File: config.mk
export PLATFORM = sky130hd
export DESIGN_NAME = uart_rx_cfg
export DESIGN_NICKNAME = d
export VERILOG_FILES = /design/src/rtl/uart_pkg.sv /design/src/rtl/uart_rx_sample.sv /design/src/rtl/uart_rx_cfg.sv
export SDC_FILE = /design/constraint.sdc
export NUM_CORES = 1
export LEC_CHECK = 0
export ABC_AREA = 1
export BUFFER_PORTS_ARGS = -buffer_cell sky130_fd_sc_hd__buf_4
export CAP_MARGIN = 25
export CORE_MARGIN = 4
export CORE_UTILIZATION = 34
export DETAILED_ROUTE_END_ITERATION = 7
export MAX_ROUTING_LAYER = met4
export PLACE_DENSITY = 0.6
export SLEW_MARGIN = 20
export SYNTH_ARGS = -nofsm -noshare
export SYNTH_HDL_FRONTEND = slang
export SYNTH_SLANG_ARGS = --single-unit
File: constraint.sdc
create_clock -name clk -period 1.6 [get_ports clk]
set_input_delay 0.16 -clock clk [delete_from_list [all_inputs] [get_ports clk]]
set_output_delay 0.16 -clock clk [all_outputs]
set_load 0.005 [all_outputs]
File: src/rtl/uart_pkg.sv
// Shared UART definitions: receiver FSM states, parity modes and the default
// frame geometry used by both the transmitter and the receiver.
package uart_pkg;

    localparam int OS_DEF       = 16;
    localparam int DBIT_MAX_DEF = 9;

    typedef enum logic [2:0] {
        IDLE   = 3'd0,
        START  = 3'd1,
        DATA   = 3'd2,
        PARITY = 3'd3,
        STOP   = 3'd4
    } rx_state_e;

    localparam logic [1:0] PAR_NONE = 2'd0;
    localparam logic [1:0] PAR_EVEN = 2'd1;
    localparam logic [1:0] PAR_ODD  = 2'd2;

    // Out-of-range word lengths snap to the nearest length the datapath supports.
    function automatic logic [3:0] clamp_dbits(input logic [3:0] dbits, input int dbit_max);
        if (dbits < 4'd5) begin
            return 4'd5;
        end
        if (int'(dbits) > dbit_max) begin
            return 4'(dbit_max);
        end
        return dbits;
    endfunction

endpackage

File: src/rtl/uart_rx_sample.sv
// Front end of the receiver: 2-flop synchroniser on the serial line and a
// 3-tap majority voter over the last three s_tick samples.
module uart_rx_sample (
    input  logic clk,
    input  logic reset,
    input  logic s_tick,
    input  logic rx,
    output logic rx_s,
    output logic vote
);

    logic       rx_meta_q, rx_meta_d;
    logic       rx_s_q, rx_s_d;
    logic [1:0] hist_q, hist_d;

    always_comb begin
        rx_meta_d = rx;
        rx_s_d    = rx_meta_q;
        hist_d    = hist_q;
        if (s_tick) begin
            hist_d = {hist_q[0], rx_s_q};
        end
    end

    // Synchroniser and history reset to the idle (high) line level.
    always_ff @(posedge clk or posedge reset) begin
        if (reset) begin
            rx_meta_q <= 1'b1;
            rx_s_q    <= 1'b1;
            hist_q    <= 2'b11;
        end else begin
            rx_meta_q <= rx_meta_d;
            rx_s_q    <= rx_s_d;
            hist_q    <= hist_d;
        end
    end

    // On the tick that closes a window, hist_q holds the two earlier samples
    // and rx_s_q is the sample taken on that tick.
    assign rx_s = rx_s_q;
    assign vote = (hist_q[1] & hist_q[0]) | (hist_q[1] & rx_s_q) | (hist_q[0] & rx_s_q);

endmodule

File: src/rtl/uart_rx_cfg.sv
// Run-time configurable UART receiver: 5..DBIT_MAX data bits, none/even/odd
// parity, 1 or 2 stop bits, majority-voted sampling with false-start rejection.
module uart_rx_cfg
    import uart_pkg::*;
#(
    parameter int DBIT_MAX = DBIT_MAX_DEF,
    parameter int OS       = OS_DEF
) (
    input  logic                clk,
    input  logic                reset,
    input  logic                s_tick,
    input  logic                rx,
    input  logic [3:0]          cfg_dbits,
    input  logic [1:0]          cfg_parity,
    input  logic                cfg_stop2,
    output logic [DBIT_MAX-1:0] rx_dout,
    output logic                rx_done_tick,
    output logic                parity_err,
    output logic                frame_err,
    output logic                break_det,
    output logic                rx_busy
);

    localparam int            SW        = $clog2(OS);
    localparam logic [SW-1:0] START_LIM = SW'(OS / 2 - 1);
    localparam logic [SW-1:0] BIT_LIM   = SW'(OS - 1);

    logic rx_s;
    logic vote;

    uart_rx_sample u_sample (
        .clk    (clk),
        .reset  (reset),
        .s_tick (s_tick),
        .rx     (rx),
        .rx_s   (rx_s),
        .vote   (vote)
    );

    rx_state_e           state_q, state_d;
    logic [SW-1:0]       s_q, s_d;
    logic [3:0]          n_q, n_d;
    logic [DBIT_MAX-1:0] data_q, data_d;
    logic [3:0]          dbits_q, dbits_d;
    logic [1:0]          parity_q, parity_d;
    logic                stop2_q, stop2_d;
    logic                par_flag_q, par_flag_d;
    logic                frame_flag_q, frame_flag_d;
    logic                any_one_q, any_one_d;
    logic [DBIT_MAX-1:0] dout_q, dout_d;
    logic                done_q, done_d;
    logic                perr_q, perr_d;
    logic                ferr_q, ferr_d;
    logic                brk_q, brk_d;
    logic                busy_q, busy_d;

    logic win_end;
    logic par_en;
    logic par_exp;
    logic frame_next;
    logic any_next;

    assign win_end    = s_tick && (s_q == ((state_q == START) ? START_LIM : BIT_LIM));
    assign par_en     = (parity_q == PAR_EVEN) || (parity_q == PAR_ODD);
    assign par_exp    = (^data_q) ^ (parity_q == PAR_ODD);
    assign frame_next = frame_flag_q | ~vote;
    // any_one tracks whether any data, parity or stop vote was high, for break detection.
    assign any_next   = any_one_q | vote;

    always_comb begin
        // NOTE: every _d defaults to its current value so no branch of the case infers a latch.
        state_d      = state_q;
        s_d          = s_q;
        n_d          = n_q;
        data_d       = data_q;
        dbits_d      = dbits_q;
        parity_d     = parity_q;
        stop2_d      = stop2_q;
        par_flag_d   = par_flag_q;
        frame_flag_d = frame_flag_q;
        any_one_d    = any_one_q;
        dout_d       = dout_q;
        done_d       = 1'b0;
        perr_d       = perr_q;
        ferr_d       = ferr_q;
        brk_d        = brk_q;

        if (state_q != IDLE && s_tick) begin
            s_d = win_end ? '0 : s_q + 1'b1;
        end

        unique case (state_q)
            IDLE: begin
                if (!rx_s) begin
                    state_d  = START;
                    s_d      = '0;
                    dbits_d  = clamp_dbits(cfg_dbits, DBIT_MAX);
                    parity_d = cfg_parity;
                    stop2_d  = cfg_stop2;
                end
            end
            START: begin
                if (win_end) begin
                    if (vote) begin
                        state_d = IDLE;
                    end else begin
                        state_d      = DATA;
                        n_d          = '0;
                        data_d       = '0;
                        par_flag_d   = 1'b0;
                        frame_flag_d = 1'b0;
                        any_one_d    = 1'b0;
                    end
                end
            end
            DATA: begin
                if (win_end) begin
                    data_d[n_q] = vote;
                    any_one_d   = any_next;
                    if (n_q == dbits_q - 4'd1) begin
                        n_d     = '0;
                        state_d = par_en ? PARITY : STOP;
                    end else begin
                        n_d = n_q + 4'd1;
                    end
                end
            end
            PARITY: begin
                if (win_end) begin
                    par_flag_d = (vote != par_exp);
                    any_one_d  = any_next;
                    n_d        = '0;
                    state_d    = STOP;
                end
            end
            STOP: begin
                if (win_end) begin
                    if (stop2_q && n_q == 4'd0) begin
                        n_d          = 4'd1;
                        frame_flag_d = frame_next;
                        any_one_d    = any_next;
                    end else begin
                        // Frame ends at mid-bit of the last stop bit.
                        state_d = IDLE;
                        done_d  = 1'b1;
                        dout_d  = data_q;
                        perr_d  = par_flag_q;
                        ferr_d  = frame_next;
                        brk_d   = ~any_next;
                    end
                end
            end
            default: begin
                state_d = IDLE;
            end
        endcase

        busy_d = (state_d != IDLE);
    end

    always_ff @(posedge clk or posedge reset) begin
        if (reset) begin
            state_q      <= IDLE;
            s_q          <= '0;
            n_q          <= '0;
            data_q       <= '0;
            dbits_q      <= '0;
            parity_q     <= PAR_NONE;
            stop2_q      <= 1'b0;
            par_flag_q   <= 1'b0;
            frame_flag_q <= 1'b0;
            any_one_q    <= 1'b0;
            dout_q       <= '0;
            done_q       <= 1'b0;
            perr_q       <= 1'b0;
            ferr_q       <= 1'b0;
            brk_q        <= 1'b0;
            busy_q       <= 1'b0;
        end else begin
            // NOTE: non-blocking assignments so every flop updates from pre-edge values.
            state_q      <= state_d;
            s_q          <= s_d;
            n_q          <= n_d;
            data_q       <= data_d;
            dbits_q      <= dbits_d;
            parity_q     <= parity_d;
            stop2_q      <= stop2_d;
            par_flag_q   <= par_flag_d;
            frame_flag_q <= frame_flag_d;
            any_one_q    <= any_one_d;
            dout_q       <= dout_d;
            done_q       <= done_d;
            perr_q       <= perr_d;
            ferr_q       <= ferr_d;
            brk_q        <= brk_d;
            busy_q       <= busy_d;
        end
    end

    assign rx_dout      = dout_q;
    assign rx_done_tick = done_q;
    assign parity_err   = perr_q;
    assign frame_err    = ferr_q;
    assign break_det    = brk_q;
    assign rx_busy      = busy_q;

endmodule
Word level (Yosys, flattened, before mapping)
Index checks and enable logic that the tools add are counted.

Register bits: 48. Input port bits: 11. Word-level logic and storage cells: 132.

$lt $le $gt $ge: 4. Muxes and demuxes: 55. Add/sub/neg operators: 3. Bitwise gates (word level): 12. Eq/ne operators: 16. Reduce and logical (&&, ||, !) cells: 23.

Operator list (count): $mux 4 (16); $mux 9 (3); $mux 3 (8); $mux 1 (19); $pmux 9 s2 (1); $pmux 4 s4 (1); $pmux 3 s5 (1); $ne 2x2->1 const B (6); $bwmux 9 (1); $reduce_bool 3->1 (3); $reduce_xor 9->1 (1); $add 4x1->4 const B (2); $eq 4x4->1 (2); $reduce_and 4->1 (2); $reduce_and 7->1 (1); $eq 3x2->1 const B (2); $reduce_and 6->1 (1); $reduce_bool 2->1 (3); $lt 4x5->1 const B (1); $reduce_and 5->1 (1); $demux 1 s4 (1); $ge 4x1->1 const B (1); $gt 4x4->1 const B (1); $logic_and 1x1->1 (4); 22 further kinds (31).

Longest topological paths before layout
Gate-level depths: netlist of run 1.

Word-level depth: 9. Mapped depth: 13. Gate-level depth less buffers: 13.

By module
Synthesis of run 1 repeated with hierarchy kept, for this count alone.

Cells, all modules: 350. Area total of the unflattened synthesis: 2641.3 um^2.

Modules (own cells, without submodules): uart_rx_cfg (instances 1, area an instance 2487.4 um^2, seq. area each 1101.1 um^2, cells each 335); uart_rx_sample (instances 1, area an instance 153.9 um^2, seq. area each 105.1 um^2, cells each 15).

Worst setup path before layout of run 1
Ideal clock, no wire load.

Path kind: register to register. From: register n_q[0]. To: register n_q[0]. Required time: 1484 ps. Slack: -37 ps. Data arrival time: 1521 ps. Stages on the path, launching flop included: 12. Buffers on the path: 0. Library setup time: 116 ps. Period minus slack after synthesis: 1637 ps. Cells stage by stage: dfrtp_1 > inv_1 > ha_1 > inv_1 > nor2_1 > nand2_1 > nand2_1 > nand2_1 > inv_1 > o211ai_2 > nor2_1 > nor2_1.

Cells in the longest elaborated chain, start to end: 4. Elaborated cells on any way between the ends: 9. Classes of those cells: 1 x add/sub; 2 x eq/ne; 3 x mux; 3 x reduce/logical.

RTL lines: start: declaration (line uart_rx_cfg.sv:42) `logic [3:0] n_q, n_d;`; start signal: assignment (line uart_rx_cfg.sv:183) `n_q <= n_d;`; $add 4x1->4 (tied with other cells) (line uart_rx_cfg.sv:124) `n_d = n_q + 4'd1;`; $mux 4 or $logic_and 1x1->1 (tied branches) (line uart_rx_cfg.sv:120, uart_rx_cfg.sv:138); $mux 4 or $ne 2x2->1 (tied branches); $pmux 4 s4 or $reduce_and 7->1 (tied branches).

Parallel ways exist; a longest one is shown, timed or not. The select of a mux whose other input is x is not followed. A chain may end at the register's enable or synchronous reset.

Worst setup path after layout of run 1
From: register state_q[0]. To: register dout_q[6] (netlist: rx_dout[6]).

Cells in the longest elaborated chain, start to end: 5. Elaborated cells on any way between the ends: 6. Classes of those cells: 3 x eq/ne; 1 x mux; 2 x reduce/logical.

RTL lines: start: declaration (line uart_rx_cfg.sv:40) `rx_state_e state_q, state_d;`; start signal: assignment (line uart_rx_cfg.sv:181) `state_q <= state_d;`; $eq 3x1->1 (line uart_rx_cfg.sv:63) `assign win_end = s_tick && (s_q == ((state_q == START) ? START_LIM : BIT_LIM));`; $mux 4 (line uart_rx_cfg.sv:63); $eq 4x4->1 (line uart_rx_cfg.sv:63); $logic_and 1x1->1 (line uart_rx_cfg.sv:63); $reduce_and 3->1 (no source line) *; end signal: assignment (line uart_rx_cfg.sv:191) `dout_q <= dout_d;`; end: declaration (line uart_rx_cfg.sv:50) `logic [DBIT_MAX-1:0] dout_q, dout_d;`.

Every way passes the cells marked *; elsewhere a longest branch is shown, timed or not.

==> flow_summary.ini, run 1 <==
[synth]
synth_seq_cells = 48
synth-edff-count = 0
avgSynthCellArea_sq_um = 7.55
ys_async_sr_fraction = 1.00
synth_cell_types = 31
synth_warnings = 0
syn-cell-area_sq_um = 2660
yosysTopAreaCell = dfrtp_1
synth_nets = 371
netlist.area_leader.share = 0.413
synth.area.top_cells = dfrtp_1 (41%), nand2_1 (18%), inv_1 (6.1%)
syn_inst = 353
ys_seq_area_frac = 0.453
ys.flop_type = dfrtp_1

[clock_tree]
cts.clk_slew.worst_paths_ns = 0.08
insertion_delay_ns = 0.29
cts_tree = yes
cts_root_buf = clkbuf_8
cts_buffers = 5
clock_path_buffers = 2
cts_sinks = 48
htree_num_levels = 2

[timing]
final-setup-viol-count = 16
finClkSkew_ns = 0.00214
relSlewSlack = 0.822
setup_ws_ns = -0.0614
max_freq_ghz = 0.602
rsz0062_at_grt = yes
finalHoldViolCount = 0
layout_worst_path_cycle_share = 1.04
worstMarginPinSlew_ns = 0.265
slew_viol_final = 0
min_period_ns = 1.66

[worst_setup_path]
timing.critical_path.from = state_q[0]$_DFF_PP0_
worstPathRequired_ns = 1.84
timing.rr.start = state_q[0]$_DFF_PP0_
path_max_fanout = 6
critical_path_arrival_ns = 1.90
cp-end-kind = flip-flop
crit_type = reg2reg
worstSetupStartpointType = flip-flop

[routing]
wire_per_inst_um = 11.4
met2_wirelength_um = 2900
m1WireLength_um = 2730
wl_met3_um = 266
firstDrtPassIters = 4
drtAntennaViolNets = 0
via_per_inst = 4.53
drc = 0
routed.top_layer = met4
routed_wl_um = 5970
drt_iter0_markers = 109
dr_total_vias = 2382

[power_and_ir_drop]
cellPowerDensity_nw_per_um2 = 1270
switchingPower_uw = 1740
p_leak_uw = 0.00184
swShare = 0.385
pwr-share-comb = 0.458
peakVddDrop_mv = 0.663
internal_power_uw = 2780
seq_power_share = 0.353
power_frac_clock = 0.189

[cells_and_area]
final_nets = 441
areaGrowthSynthToFinish_pct = 33.9
diodes = 0
fin_cells = 526
final_cell_mix = nand2_1 (114), buf_4 (58), dfrtp_1 (44), inv_1 (32), nor2_1 (28)
design_area_sq_um = 3570
drive_above_1_share = 0.328
final_common_cell = nand2_1

[floorplan]
die_height_um = 96.5
rows = 32
start_util = 0.347
core_sq_um = 7690
die_area_sq_um = 9320
pin_count = 25
fp.dieW_um = 96.5

[run_status]
failed_checks = setup timing
status = complete, but fails checks

[min_path]
hold_class = in2reg
min_from = s_tick

[flow_run]
cap_viol_max_count = 0

[place]
port_buffers = 24
hpwlAfterDp_um = 4170
placed_cells = 498
place_area_sq_um = 3120
place.gp.congestion = 0.849

[global_route]
grt.overflow.total = 0
grt_usage = 0.132
grt_pass1_vias = 2107
grt_max_degree = 49
antenna_found_initial = 0
grt_pass1_wl_um = 9470
[cell type report]
| type | count | area (sq um) |
|---|---|---|
| flip-flops and latches | 48 | 1210 |
| clock inverters | 2 | 35.0 |
| multi-input cells | 252 | 1380 |
| clock buffers | 6 | 72.6 |
| inverters | 49 | 199 |
| fillers | 783 | 4120 |
| repair buffers | 67 | 543 |
| well taps | 102 | 128 |
[power by group through the flow]
stage          Sequential [uW]  Clock (uW)  Combinational, uW
2_1_floorplan             1580           0               1080
3_3_place_gp              1590           0               1530
3_5_place_dp              1600           0               1570
4_1_cts                   1580         886               1610
5_1_grt                   1620         934               2340
6_report                  1600         856               2070
[synthesized netlist by cell type, types with 2 or more instances]
| library cell | n |
|---|---|
| nand2_1 | 126 |
| dfrtp_1 | 44 |
| inv_1 | 43 |
| nor2_1 | 34 |
| o21ai_0 | 20 |
| nand3_1 | 18 |
| a21oi_1 | 8 |
| ha_1 | 7 |
| nand4_1 | 6 |
| xnor2_1 | 6 |
| inv_2 | 5 |
| dfstp_2 | 4 |
| o21ai_1 | 4 |
| buf_6 | 3 |
| nand2_2 | 3 |
| nor2_4 | 3 |
| xor2_1 | 3 |
| nor2_2 | 2 |
| o211ai_1 | 2 |
[layer usage]
metal  up-vias  global-route usage
met1      1072               0.168
li1       1246                   -
met5         -                   -
met3         9              0.0263
met2        55               0.216
met4         0              0.0339
[cells by family after synthesis]
family          synth area share
buf+inv                   0.0897
compound gates            0.0822
xor+xnor                  0.0296
flops                      0.453
fa+ha+maj                 0.0329
simple gates               0.313
[metrics by stage]
step / power (uW) / hold slack [ns] / TNS, ns / util / setup WS (ns)
floorplan: 2660 / 0.164 / 0 / - / 0.0310
detailed placement: 3170 / 0.232 / -0.206 / 0.406 / -0.0749
global placement: 3120 / 0.232 / -0.0171 / 0.406 / -0.0171
finish: 4520 / 0.0412 / -0.626 / 0.464 / -0.0614
CTS: 4070 / 0.0284 / -0.0214 / 0.424 / -0.0114
global route: 4900 / 0.0520 / -2.99 / 0.464 / -0.186
[path summary, 6_finish.rpt]
check	to	slack [ns]	cells past startpoint
worst max-delay path	rx_dout[6]$_DFFE_PP0P_	-0.06	11
worst min-delay path	u_sample.hist_q[1]$_DFFE_PP1P_	0.04	2
worst min register to register	u_sample.rx_s$_DFF_PP1_	0.36	0
worst max register to register	rx_dout[6]$_DFFE_PP0P_	-0.06	11
min in group asynchronous	frame_err$_DFFE_PP0P_	0.45	4
max in group asynchronous	u_sample.hist_q[1]$_DFFE_PP1P_	0.86	4
[critical path: stages, from the launching register on]
cell,delay [ns]
dfrtp_1,0.41
inv_1,0.07
nor2_2,0.15
nand2_2,0.08
nand2_2,0.09
nand3_4,0.14
inv_6,0.11
nand2_4,0.06
nor2_4,0.21
buf_6,0.17
nand2_1,0.06
nand2_1,0.05
[sequential cells by signal, indices dropped and copies added, names as in the netlist]
register	flops
rx_busy	1
data_q	9
state_q	3
u_sample.rx_meta_q	1
parity_err	1
s_q	4
break_det	1
u_sample.hist_q	2
stop2_q	1
rx_dout	9
frame_err	1
par_flag_q	1
frame_flag_q	1
n_q	4
dbits_q	4
u_sample.rx_s	1
any_one_q	1
parity_q	2
rx_done_tick	1
[timing repair]
action                                  CTS  global route
hold buffers                              2             0
pin swaps                                 2            24
endpoints found under the setup margin   20            34
setup buffers                             0            16
resized for setup                         6            62
hold endpoints to repair                 45             0
gates cloned                              0             2
No activity file was read; power rests on OpenSTA's default activity.
==> run 2, diff against run 1 <==
CORE_UTILIZATION = 30   (was 34)
PLACE_DENSITY = 0.56   (was 0.6)
SYNTH_HIERARCHICAL = 1   (was not set)
==> run 2 against run 1 <==
  * The flow still finishes with violations (setup timing)
  * Sequential power about the same
  * Non-clock buffer count increased by 5
  * Power decreased by 0.36%
  * Register-to-register slack about the same
  * Die area increased by 11%
  * Via count decreased by 2.7%
  * Critical path depth decreased by 1
  * Clock-buffer cell count unchanged
  * Design area increased by 0.11%
  * Hold slack improved by 0.017 ns
  * Flip-flop and latch count unchanged
  * Critical path type unchanged
  * Largest power group unchanged
==> flow_summary.ini, run 2 <==
[routing]
drt_iter0_markers = 61
routed_wl_um = 5890
via_per_inst = 4.40
routed.top_layer = met4
drtAntennaViolNets = 0
firstDrtPassIters = 4
wire_per_inst_um = 11.2
dr_total_vias = 2317
met2_wirelength_um = 2870
m1WireLength_um = 2810
wl_met3_um = 194
drc = 0

[min_path]
hold_class = in2reg
hold_path_depth = 2

[place]
hpwlAfterDp_um = 4420
placed_cells = 513
port_buffers = 24
place.gp.congestion = 0.844

[synth]
synth_nets = 368
synth_warnings = 6
netlist.area_leader.share = 0.417
avgSynthCellArea_sq_um = 7.55
synth_common_cells = nand2_1 (137), dfrtp_1 (44), inv_1 (36)
synth.area.top_cells = dfrtp_1 (42%), nand2_1 (19%), inv_1 (5.1%)
synth_cell_types = 30
synthMuxAreaShare = 0
yosys.area_share.simple = 0.342
synth_compound_area_frac = 0.0625
ys_seq_area_frac = 0.457
synth-xor-area-share = 0.0398
synth_top_family_by_area = simple AND/OR/NAND/NOR gates
synth_seq_cells = 48
yosysTopAreaCell = dfrtp_1
syn-cell-area_sq_um = 2640
syn_inst = 350
ys.flop_type = dfrtp_1
yosysMostFrequentCell = nand2_1
ys_async_sr_fraction = 1.00
synth_fa_ha_area_frac = 0.0332
synth-edff-count = 0

[run_status]
status = complete, but fails checks
failed_checks = setup timing

[clock_tree]
clock_path_buffers = 2
cts_tree = yes
htree_num_levels = 2
cts_sinks = 48
cts.clk_slew.worst_paths_ns = 0.09
cts_root_buf = clkbuf_8
insertion_delay_ns = 0.30
cts_buffers = 5

[timing]
rsz0062_at_grt = yes
layout_worst_path_cycle_share = 1.04
worstMarginPinSlew_ns = 0.269
setup_tns_ns = -0.683
setup_ws_ns = -0.0708
finalHoldViolCount = 0
max_freq_ghz = 0.599
final-setup-viol-count = 13
finClkSkew_ns = 0.0124
min_period_ns = 1.67
slew_viol_final = 0
relSlewSlack = 0.819

[worst_setup_path]
critPathSlowestCell = dfrtp_1
critPathBufInv = 1
cp_common_cell = nand2_1
critical_path_arrival_ns = 1.87
worstSetupStartpointType = flip-flop
path_max_fanout = 18
worstPathRequired_ns = 1.79
crit_type = reg2reg
crit_path_max_incr_delay_ns = 0.37
crit_chain = ha_2 -> nand3_2 -> nand3b_4 -> o21ai_4 -> nand2_2 -> nor2_4 -> buf_12 -> nand2_1 -> nand2_1 -> nand2_1
ff2ff_path_depth = 10
cp-end-kind = flip-flop
critPathTopFamily = simple AND/OR/NAND/NOR gates
path_depth = 10

[floorplan]
start_util = 0.315
rows = 33
die_height_um = 102
fp.dieW_um = 102
pin_count = 25
die_area_sq_um = 10400
core_sq_um = 8380

[cells_and_area]
drive_above_1_share = 0.315
fin_cells = 527
areaGrowthSynthToFinish_pct = 35.2
final_nets = 440
final_common_cell = nand2_1
diodes = 0
final_cell_mix = nand2_1 (117), buf_4 (61), dfrtp_1 (44), inv_1 (31)

[global_route]
grt_usage = 0.123
grt_max_degree = 45
grt.overflow.total = 0
grt_pass1_wl_um = 10000
antenna_found_initial = 0
grt_pass1_vias = 2235

[power_and_ir_drop]
peakVddDrop_mv = 0.888
cellPowerDensity_nw_per_um2 = 1260
p_leak_uw = 0.00180

[flow_run]
cap_viol_max_count = 0
## run 2: cell types whose count changed after synthesis, sizes merged, moves of 5 or more
cell | previous run | this run
nor2 | 39 | 25
inv | 49 | 37
nand2 | 130 | 140
nor3 | 1 | 10
nand3 | 19 | 25
o21ai | 25 | 20
## run 2: power by group
group	internal, uW	switching, uW	leakage [uW]	total, uW
Clock	345	394	0.0000473	739
Sequential	1420	141	0.000626	1570
Combinational	1010	1190	0.00113	2200
Total	2780	1730	0.00180	4510
## run 2: kinds of logic after synthesis
| group | count (synthesis) |
|---|---|
| buf+inv | 44 |
| xor+xnor | 12 |
| simple gates | 211 |
| compound gates | 28 |
| fa+ha+maj | 7 |
| flops | 48 |
## run 2: stage by stage
stage	power (uW)	setup WS [ns]	util	area [sq um]	hold slack (ns)
2_1_floorplan	2800	-0.00106	-	2650	0.115
3_3_place_gp	3530	-0.0255	0.389	3260	0.235
3_5_place_dp	3570	-0.106	0.389	3260	0.238
4_1_cts	4410	-0.0245	0.405	3390	0.0310
5_1_grt	4910	-0.214	0.426	3570	0.0358
6_report	4510	-0.0708	0.426	3570	0.0579
## run 2: final cells by class
type	count	area (sq um)
sequential	48	1210
timing repair buffer	72	601
multi-input combinational	258	1400
clock buffer	6	82.6
tap	105	131
fill	863	4810
inverter	37	141
clock inverter	1	8.76
## run 2: worst paths after layout
kind / startpoint / endpoint / slack (ns)
setup / recovery: s_q[1]$_DFF_PP0_ / data_q[5]$_DFFE_PP0P_ / -0.07
hold / removal: s_tick / u_sample/hist_q[0]$_DFFE_PP1P_ / 0.06
setup reg to reg: s_q[1]$_DFF_PP0_ / data_q[5]$_DFFE_PP0P_ / -0.07
hold reg to reg: u_sample/rx_meta_q$_DFF_PP1_ / u_sample/rx_s$_DFF_PP1_ / 0.36
max in group asynchronous: reset / data_q[1]$_DFFE_PP0P_ / 0.92
min in group asynchronous: reset / s_q[3]$_DFF_PP0_ / 0.45
## run 2: routing by layer
| layer | global-route usage | vias to the layer above |
|---|---|---|
| met5 | - | - |
| met4 | 0.0182 | 0 |
| met3 | 0.0287 | 2 |
| met2 | 0.201 | 32 |
| met1 | 0.160 | 1042 |
| li1 | - | 1241 |
## run 2: repair_timing
item,CTS,global route
setup endpoints to repair,22,38
hold buffers,2,0
hold endpoints to repair,49,0
pin swaps,1,12
resized for setup,6,54
cloned,0,1
setup buffers,1,3
